## src/rtl/mem_handle_responder_if.sv

```systemverilog
// Request/response bundle of the mem_handle protocol between a region walker (master)
// and the memory-side responder (slave).
interface mem_handle_responder_if #(
    parameter int unsigned ADDR_W = 32,
    parameter int unsigned DATA_W = 32
);
    logic              avail;
    logic              w_en;
    logic              r_en;
    logic [ADDR_W-1:0] ptr;
    logic [DATA_W-1:0] data_store;
    logic              write_through;
    logic              read_through;
    logic              done;
    logic [DATA_W-1:0] data_load;
    logic              err;

    modport master (
        output avail, w_en, r_en, ptr, data_store, write_through, read_through,
        input  done, data_load, err
    );

    modport slave (
        input  avail, w_en, r_en, ptr, data_store, write_through, read_through,
        output done, data_load, err
    );
endinterface

```

## src/rtl/mem_handle_responder.sv

```systemverilog
// Memory-side responder of the mem_handle protocol: one bounds-checked word access at a time
// into a single-port SRAM bank. Define MEM_POSTED_WRITE_EN for a one-entry posted write buffer.
module mem_handle_responder #(
    parameter int unsigned  ADDR_W    = 32,
    parameter int unsigned  DATA_W    = 32,
    parameter int unsigned  MEM_DEPTH = 1024,
    parameter int unsigned  RD_LAT    = 2,
    localparam int unsigned IDX_W     = $clog2(MEM_DEPTH)
) (
    input  logic                  clk,
    input  logic                  rst_l,
    mem_handle_responder_if.slave mh,
    input  logic [ADDR_W-1:0]     region_begin,
    input  logic [ADDR_W-1:0]     region_end,
    output logic [IDX_W-1:0]      sram_addr,
    output logic                  sram_we,
    output logic                  sram_re,
    output logic [DATA_W-1:0]     sram_wdata,
    input  logic [DATA_W-1:0]     sram_rdata
);
    localparam int unsigned CNT_W = $clog2(RD_LAT + 1);

    typedef enum logic [2:0] {
        StIdle,
        StWr,
        StRd,
        StResp,
        StAck
`ifdef MEM_POSTED_WRITE_EN
        , StDrain,
        StFwd
`endif
    } state_e;

    state_e             state_q, state_d;
    logic [CNT_W-1:0]   cnt_q, cnt_d;
    logic               done_q, done_d;
    logic               err_q, err_d;
    logic [DATA_W-1:0]  data_load_q, data_load_d;
    logic [IDX_W-1:0]   sram_addr_q, sram_addr_d;
    logic               sram_we_q, sram_we_d;
    logic               sram_re_q, sram_re_d;
    logic [DATA_W-1:0]  sram_wdata_q, sram_wdata_d;

    logic [IDX_W-1:0]   ptr_idx;
    logic               reject;

`ifdef MEM_POSTED_WRITE_EN
    logic               buf_valid_q, buf_valid_d;
    logic [IDX_W-1:0]   buf_addr_q, buf_addr_d;
    logic [DATA_W-1:0]  buf_data_q, buf_data_d;
    // Request held while waiting in StDrain; the initiator may drop avail meanwhile.
    logic               req_we_q, req_we_d;
    logic [IDX_W-1:0]   req_addr_q, req_addr_d;
    logic [DATA_W-1:0]  req_wdata_q, req_wdata_d;
`else
    logic               unused_thru;
    assign unused_thru = mh.write_through ^ mh.read_through;
`endif

    assign ptr_idx = mh.ptr[IDX_W-1:0];
    assign reject  = (mh.ptr < region_begin) || (mh.ptr >= region_end) || (mh.w_en == mh.r_en);

    always_comb begin
        state_d      = state_q;
        cnt_d        = cnt_q;
        done_d       = 1'b0;
        err_d        = 1'b0;
        data_load_d  = data_load_q;
        sram_addr_d  = sram_addr_q;
        sram_wdata_d = sram_wdata_q;
        sram_we_d    = 1'b0;
        sram_re_d    = 1'b0;
`ifdef MEM_POSTED_WRITE_EN
        buf_valid_d  = buf_valid_q;
        buf_addr_d   = buf_addr_q;
        buf_data_d   = buf_data_q;
        req_we_d     = req_we_q;
        req_addr_d   = req_addr_q;
        req_wdata_d  = req_wdata_q;
`endif
        unique case (state_q)
            StIdle: begin
                if (mh.avail) begin
                    if (reject) begin
                        state_d = StResp;
                        done_d  = 1'b1;
                        err_d   = 1'b1;
                    end
`ifdef MEM_POSTED_WRITE_EN
                    else begin
                        req_we_d    = mh.w_en;
                        req_addr_d  = ptr_idx;
                        req_wdata_d = mh.data_store;
                        if (mh.w_en && !mh.write_through && !buf_valid_q) begin
                            buf_valid_d = 1'b1;
                            buf_addr_d  = ptr_idx;
                            buf_data_d  = mh.data_store;
                            state_d     = StResp;
                            done_d      = 1'b1;
                        end else if (mh.r_en && !mh.read_through && buf_valid_q &&
                                     (buf_addr_q == ptr_idx)) begin
                            state_d = StFwd;
                        end else if (buf_valid_q) begin
                            state_d = StDrain;
                        end else if (mh.w_en) begin
                            state_d      = StWr;
                            sram_we_d    = 1'b1;
                            sram_addr_d  = ptr_idx;
                            sram_wdata_d = mh.data_store;
                        end else begin
                            state_d     = StRd;
                            sram_re_d   = 1'b1;
                            sram_addr_d = ptr_idx;
                            cnt_d       = '0;
                        end
                    end
                end else if (buf_valid_q) begin
                    // Port is free next cycle: commit the posted write.
                    sram_we_d    = 1'b1;
                    sram_addr_d  = buf_addr_q;
                    sram_wdata_d = buf_data_q;
                    buf_valid_d  = 1'b0;
                end
`else
                    else if (mh.w_en) begin
                        state_d      = StWr;
                        sram_we_d    = 1'b1;
                        sram_addr_d  = ptr_idx;
                        sram_wdata_d = mh.data_store;
                    end else begin
                        state_d     = StRd;
                        sram_re_d   = 1'b1;
                        sram_addr_d = ptr_idx;
                        cnt_d       = '0;
                    end
                end
`endif
            end
            StWr: begin
                state_d = StResp;
                done_d  = 1'b1;
            end
            StRd: begin
                if (cnt_q == CNT_W'(RD_LAT)) begin
                    data_load_d = sram_rdata;
                    done_d      = 1'b1;
                    state_d     = StResp;
                end else begin
                    cnt_d = cnt_q + 1'b1;
                end
            end
            StResp: state_d = StAck;
            StAck:  state_d = StIdle;
`ifdef MEM_POSTED_WRITE_EN
            StDrain: begin
                if (buf_valid_q) begin
                    sram_we_d    = 1'b1;
                    sram_addr_d  = buf_addr_q;
                    sram_wdata_d = buf_data_q;
                    buf_valid_d  = 1'b0;
                end else if (req_we_q) begin
                    state_d      = StWr;
                    sram_we_d    = 1'b1;
                    sram_addr_d  = req_addr_q;
                    sram_wdata_d = req_wdata_q;
                end else begin
                    state_d     = StRd;
                    sram_re_d   = 1'b1;
                    sram_addr_d = req_addr_q;
                    cnt_d       = '0;
                end
            end
            StFwd: begin
                data_load_d = buf_data_q;
                done_d      = 1'b1;
                state_d     = StResp;
            end
`endif
            default: state_d = StIdle;
        endcase
    end

    always_ff @(posedge clk or negedge rst_l) begin
        if (!rst_l) begin
            state_q      <= StIdle;
            cnt_q        <= '0;
            done_q       <= 1'b0;
            err_q        <= 1'b0;
            data_load_q  <= '0;
            sram_addr_q  <= '0;
            sram_we_q    <= 1'b0;
            sram_re_q    <= 1'b0;
            sram_wdata_q <= '0;
`ifdef MEM_POSTED_WRITE_EN
            buf_valid_q  <= 1'b0;
            buf_addr_q   <= '0;
            buf_data_q   <= '0;
            req_we_q     <= 1'b0;
            req_addr_q   <= '0;
            req_wdata_q  <= '0;
`endif
        end else begin
            state_q      <= state_d;
            cnt_q        <= cnt_d;
            done_q       <= done_d;
            err_q        <= err_d;
            data_load_q  <= data_load_d;
            sram_addr_q  <= sram_addr_d;
            sram_we_q    <= sram_we_d;
            sram_re_q    <= sram_re_d;
            sram_wdata_q <= sram_wdata_d;
`ifdef MEM_POSTED_WRITE_EN
            buf_valid_q  <= buf_valid_d;
            buf_addr_q   <= buf_addr_d;
            buf_data_q   <= buf_data_d;
            req_we_q     <= req_we_d;
            req_addr_q   <= req_addr_d;
            req_wdata_q  <= req_wdata_d;
`endif
        end
    end

    assign mh.done      = done_q;
    assign mh.err       = err_q;
    assign mh.data_load = data_load_q;
    assign sram_addr    = sram_addr_q;
    assign sram_we      = sram_we_q;
    assign sram_re      = sram_re_q;
    assign sram_wdata   = sram_wdata_q;
endmodule

```

## src/flat_wrapper.sv

```systemverilog
// flat-port wrapper written by rule: the top's interface ports become plain ports
module mem_handle_responder_flat 
#(
    parameter int unsigned  ADDR_W    = 32,
    parameter int unsigned  DATA_W    = 32,
    parameter int unsigned  MEM_DEPTH = 1024,
    parameter int unsigned  RD_LAT    = 2,
    localparam int unsigned IDX_W     = $clog2(MEM_DEPTH)
)
  (clk, rst_l, region_begin, region_end, sram_addr, sram_we, sram_re, sram_wdata, sram_rdata, mh_avail, mh_w_en, mh_r_en, mh_ptr, mh_data_store, mh_write_through, mh_read_through, mh_done, mh_data_load, mh_err);
  mem_handle_responder_if #(.ADDR_W(ADDR_W), .DATA_W(DATA_W)) mh_i ();
  input  logic clk;
  input  logic rst_l;
  input  logic [ADDR_W-1:0] region_begin;
  input  logic [ADDR_W-1:0] region_end;
  output logic [IDX_W-1:0] sram_addr;
  output logic sram_we;
  output logic sram_re;
  output logic [DATA_W-1:0] sram_wdata;
  input  logic [DATA_W-1:0] sram_rdata;
  input wire logic [$bits(mh_i.avail)-1:0] mh_avail;
  input wire logic [$bits(mh_i.w_en)-1:0] mh_w_en;
  input wire logic [$bits(mh_i.r_en)-1:0] mh_r_en;
  input wire logic [$bits(mh_i.ptr)-1:0] mh_ptr;
  input wire logic [$bits(mh_i.data_store)-1:0] mh_data_store;
  input wire logic [$bits(mh_i.write_through)-1:0] mh_write_through;
  input wire logic [$bits(mh_i.read_through)-1:0] mh_read_through;
  output wire logic [$bits(mh_i.done)-1:0] mh_done;
  output wire logic [$bits(mh_i.data_load)-1:0] mh_data_load;
  output wire logic [$bits(mh_i.err)-1:0] mh_err;
  assign mh_i.avail = mh_avail;
  assign mh_i.w_en = mh_w_en;
  assign mh_i.r_en = mh_r_en;
  assign mh_i.ptr = mh_ptr;
  assign mh_i.data_store = mh_data_store;
  assign mh_i.write_through = mh_write_through;
  assign mh_i.read_through = mh_read_through;
  assign mh_done = mh_i.done;
  assign mh_data_load = mh_i.data_load;
  assign mh_err = mh_i.err;
  mem_handle_responder #(.ADDR_W(ADDR_W), .DATA_W(DATA_W), .MEM_DEPTH(MEM_DEPTH), .RD_LAT(RD_LAT)) u_core (.clk(clk), .rst_l(rst_l), .mh(mh_i), .region_begin(region_begin), .region_end(region_end), .sram_addr(sram_addr), .sram_we(sram_we), .sram_re(sram_re), .sram_wdata(sram_wdata), .sram_rdata(sram_rdata));
endmodule
```

## config.mk

```make
export PLATFORM = sky130hd
export DESIGN_NAME = mem_handle_responder_flat
export DESIGN_NICKNAME = d
export VERILOG_FILES = /design/src/rtl/mem_handle_responder_if.sv /design/src/rtl/mem_handle_responder.sv /design/src/flat_wrapper.sv
export SDC_FILE = /design/constraint.sdc
export NUM_CORES = 1
export LEC_CHECK = 0
export CORE_MARGIN = 2
export CORE_UTILIZATION = 44
export CTS_CLUSTER_SIZE = 25
export DETAILED_ROUTE_END_ITERATION = 8
export PLACE_DENSITY = 0.87
export SYNTH_ARGS = -nofsm -noshare
export SYNTH_HDL_FRONTEND = slang
export SYNTH_SLANG_ARGS = --single-unit
export TNS_END_PERCENT = 10
```

## constraint.sdc

```tcl
create_clock -name clk -period 5.7 [get_ports clk]
set_input_delay 0.855 -clock clk [delete_from_list [all_inputs] [get_ports clk]]
set_output_delay 0.855 -clock clk [all_outputs]
set_load 0.005 [all_outputs]
```

==> impl_metrics.tcl <==
set metrics [dict create \
    status "completed" \
    p_per_area_nw_per_um2 327 \
    synth_area_um2 4890 \
    final_cell_mix "clkdlybuf4s50_1 (241), dfrtp_1 (83), inv_1 (70)" \
    required_ns 5.91 \
    dpl.cell_count 800 \
    drt_iter0_markers 158 \
    wl_per_cell_um 15.6 \
    layout_setup_ws_ns 1.81 \
    path_max_fanout 33 \
    place_congestion 0.865 \
    hold_start "u_core.mh.data_load[25]" \
    final-setup-viol-count 0 \
    fin_skew_ns 0.0123 \
    startpoint_type "input port" \
    dpl-instance-area_um2 7450 \
    cp_slowest_cell "nor4_1" \
    synth.ff_latch_count 83 \
    antenna_found_initial 0 \
    hold_violations 0 \
    yosysWarnings 0 \
    multiInputGateArea_um2 2500 \
    worstSetupEndpointType "flip-flop" \
    max_cap_violations 0 \
    hold_ws_ns 0.511 \
    syn2layout_area_growth_pct 55.9 \
    firstDrtPassIters 4 \
    grt_pass1_wl_mm 19.8 \
    peakVddDrop_uv 223 \
    arrival_ns 4.10 \
    worst_pin_slew_ns 1.01 \
    wl_mm 12.7 \
    first_global_vias 4251 \
    ys_seq_area_share_pct 42.5 \
    max_stage_delay_ns 0.68 \
    path_class "input port to flip-flop" \
    fin_crit_sh_pct 68.3 \
    die_x_um 109 \
    finalMaxSlewViolations 0 \
    clockBufferDepth 2 \
    via_count 4059 \
    synth.net_count 655 \
    place_ws_ns 1.46 \
    final.fill_count 794 \
    start_util_pct 45.1 \
    async_flop_share_pct 100 \
    ant_nets 0 \
    synthFlopType "dfrtp_1" \
    leakagePower_nw 3.57 \
    io_buffers 242 \
    syn_avg_cell_area_um2 11.5 \
    regArea_um2 2080 \
    grtUsageTotal_pct 21.1 \
    clkSinkCount 83 \
    synth_edf_count 0 \
    grt-ovfl-total 0 \
    total_power_mw 2.49 \
    r2r_start "u_core.state_q[1]" \
    drt-vias-per-instance 4.97 \
    yosysUniqueCellTypes 40 \
    die_area_um2 12000 \
    top_level_ports 245 \
    syn-instance-count 424 \
    core_area_um2 10800 \
    crit_family "simple AND/OR/NAND/NOR gates" \
    hold_buffers 0 \
    rsz0062_at_grt "false" \
    clkLatencyLatePin_ns 0.34 \
    finalSetupTns_ns 0 \
    final_nets 902 \
    cts_resized 0 \
    drive_above_1_share_pct 14.8 \
    drc_errors 0 \
    cp-startpoint "region_begin[31]" \
    cts_setup_buffers 0 \
    fin_util_pct 70.4 \
    final_common_cell "clkdlybuf4s50_1" \
    clk_pin_slew_ns 0.08 \
    diodes 0 \
    die_y_um 109 \
    dp_hpwl_mm 10.6 \
    cts_buffers 9 \
    cts_tree "done" \
    ctsRootBufferMaster "clkbuf_8" \
    grt_max_degree 84 \
    h-tree-depth 3 \
    fin_area_um2 7630 \
    hold_path_class "flip-flop to flip-flop" \
    rows 38 \
    period_minus_slack_ns 3.89 \
    cp_cell_sequence "clkdlybuf4s50_1 > inv_1 > ha_1 > nand4_1 > nor4_1 > a21oi_1 > o21ai_0 > a31oi_4 > nor3_4 > buf_4 > mux2_2" \
    max_slew_margin_pct 32.6 \
    fin_cells 816 \
    clock.fmax_mhz 257 \
    crit_buf_inv 3 \
]
## kinds of logic after synthesis
group | share of synthesized area [%]
AOI/OAI and AO/OA | 9.18
adders and majority gates | 16.4
and+or+nand+nor | 6.11
muxes | 19.3
buffers and inverters | 6.44
xor gates and xnor gates | 0.179
DFF | 42.5
## registers in the layout, summed over array words and instances, names as in the netlist, 2 cells and up
| name | flops |
|---|---|
| u_core.mh.data_load | 32 |
| u_core.sram_wdata | 32 |
| u_core.sram_addr | 10 |
| u_core.state_q | 3 |
| u_core.cnt_q | 2 |
## layout make-up
type	count	area share [%]
Clock buffer	10	1.67
Clock inverter	6	0.607
Inverter	70	3.44
Multi-Input combinational cell	263	32.8
Sequential cell	83	27.2
Tap cell	140	2.30
Timing Repair Buffer	244	31.9
## routing by layer
layer  global-route usage, %  part of all wire, %  wire length [um]  up-vias
li1                        -                    -                 -     1981
met1                    22.5                   37              4700     1898
met2                    40.7                   54              6850      152
met3                    4.27                  6.7               859       28
met4                    7.41                  2.6               329        0
met5                       0                    0                 0        -
## worst paths after layout
path / endpoint / slack [ns] / depth (start not counted)
worst max-delay path: u_core.sram_wdata[2] / 1.81 / 11
worst min-delay path: u_core.mh.data_load[25] / 0.51 / 1
worst max register to register: u_core.sram_wdata[2] / 3.52 / 5
worst min register to register: u_core.mh.data_load[25] / 0.51 / 1
max in group asynchronous: u_core.sram_re / 4.37 / 1
min in group asynchronous: u_core.sram_wdata[30] / 0.68 / 1
## report_power, final
group | leakage, nW | switching [mW] | internal (mW)
sequential | 1.05 | 0.139 | 0.827
clock | 0.0837 | 0.212 | 0.162
combinational | 2.44 | 0.377 | 0.773
total | 3.57 | 0.728 | 1.76
## cell usage after synthesis (all sizes together), types with 2 or more instances
cell,n,area share [%]
a211oi,4,0.72
a21o,5,0.77
a21oi,27,2.8
a221oi,2,0.36
a31oi,3,0.69
and3,2,0.26
buf,3,0.69
clkbuf,5,0.38
dfrtp,83,42
ha,64,16
inv,70,5.4
mux2,74,19
nand2,19,1.5
nand2b,2,0.26
nand3,5,0.51
nand4,8,1.0
nor2,12,0.92
nor3,6,1.1
nor4,2,0.26
o21a,3,0.46
o21ai,11,1.1
o41ai,2,0.51
Power figures use the tool's default switching activity.
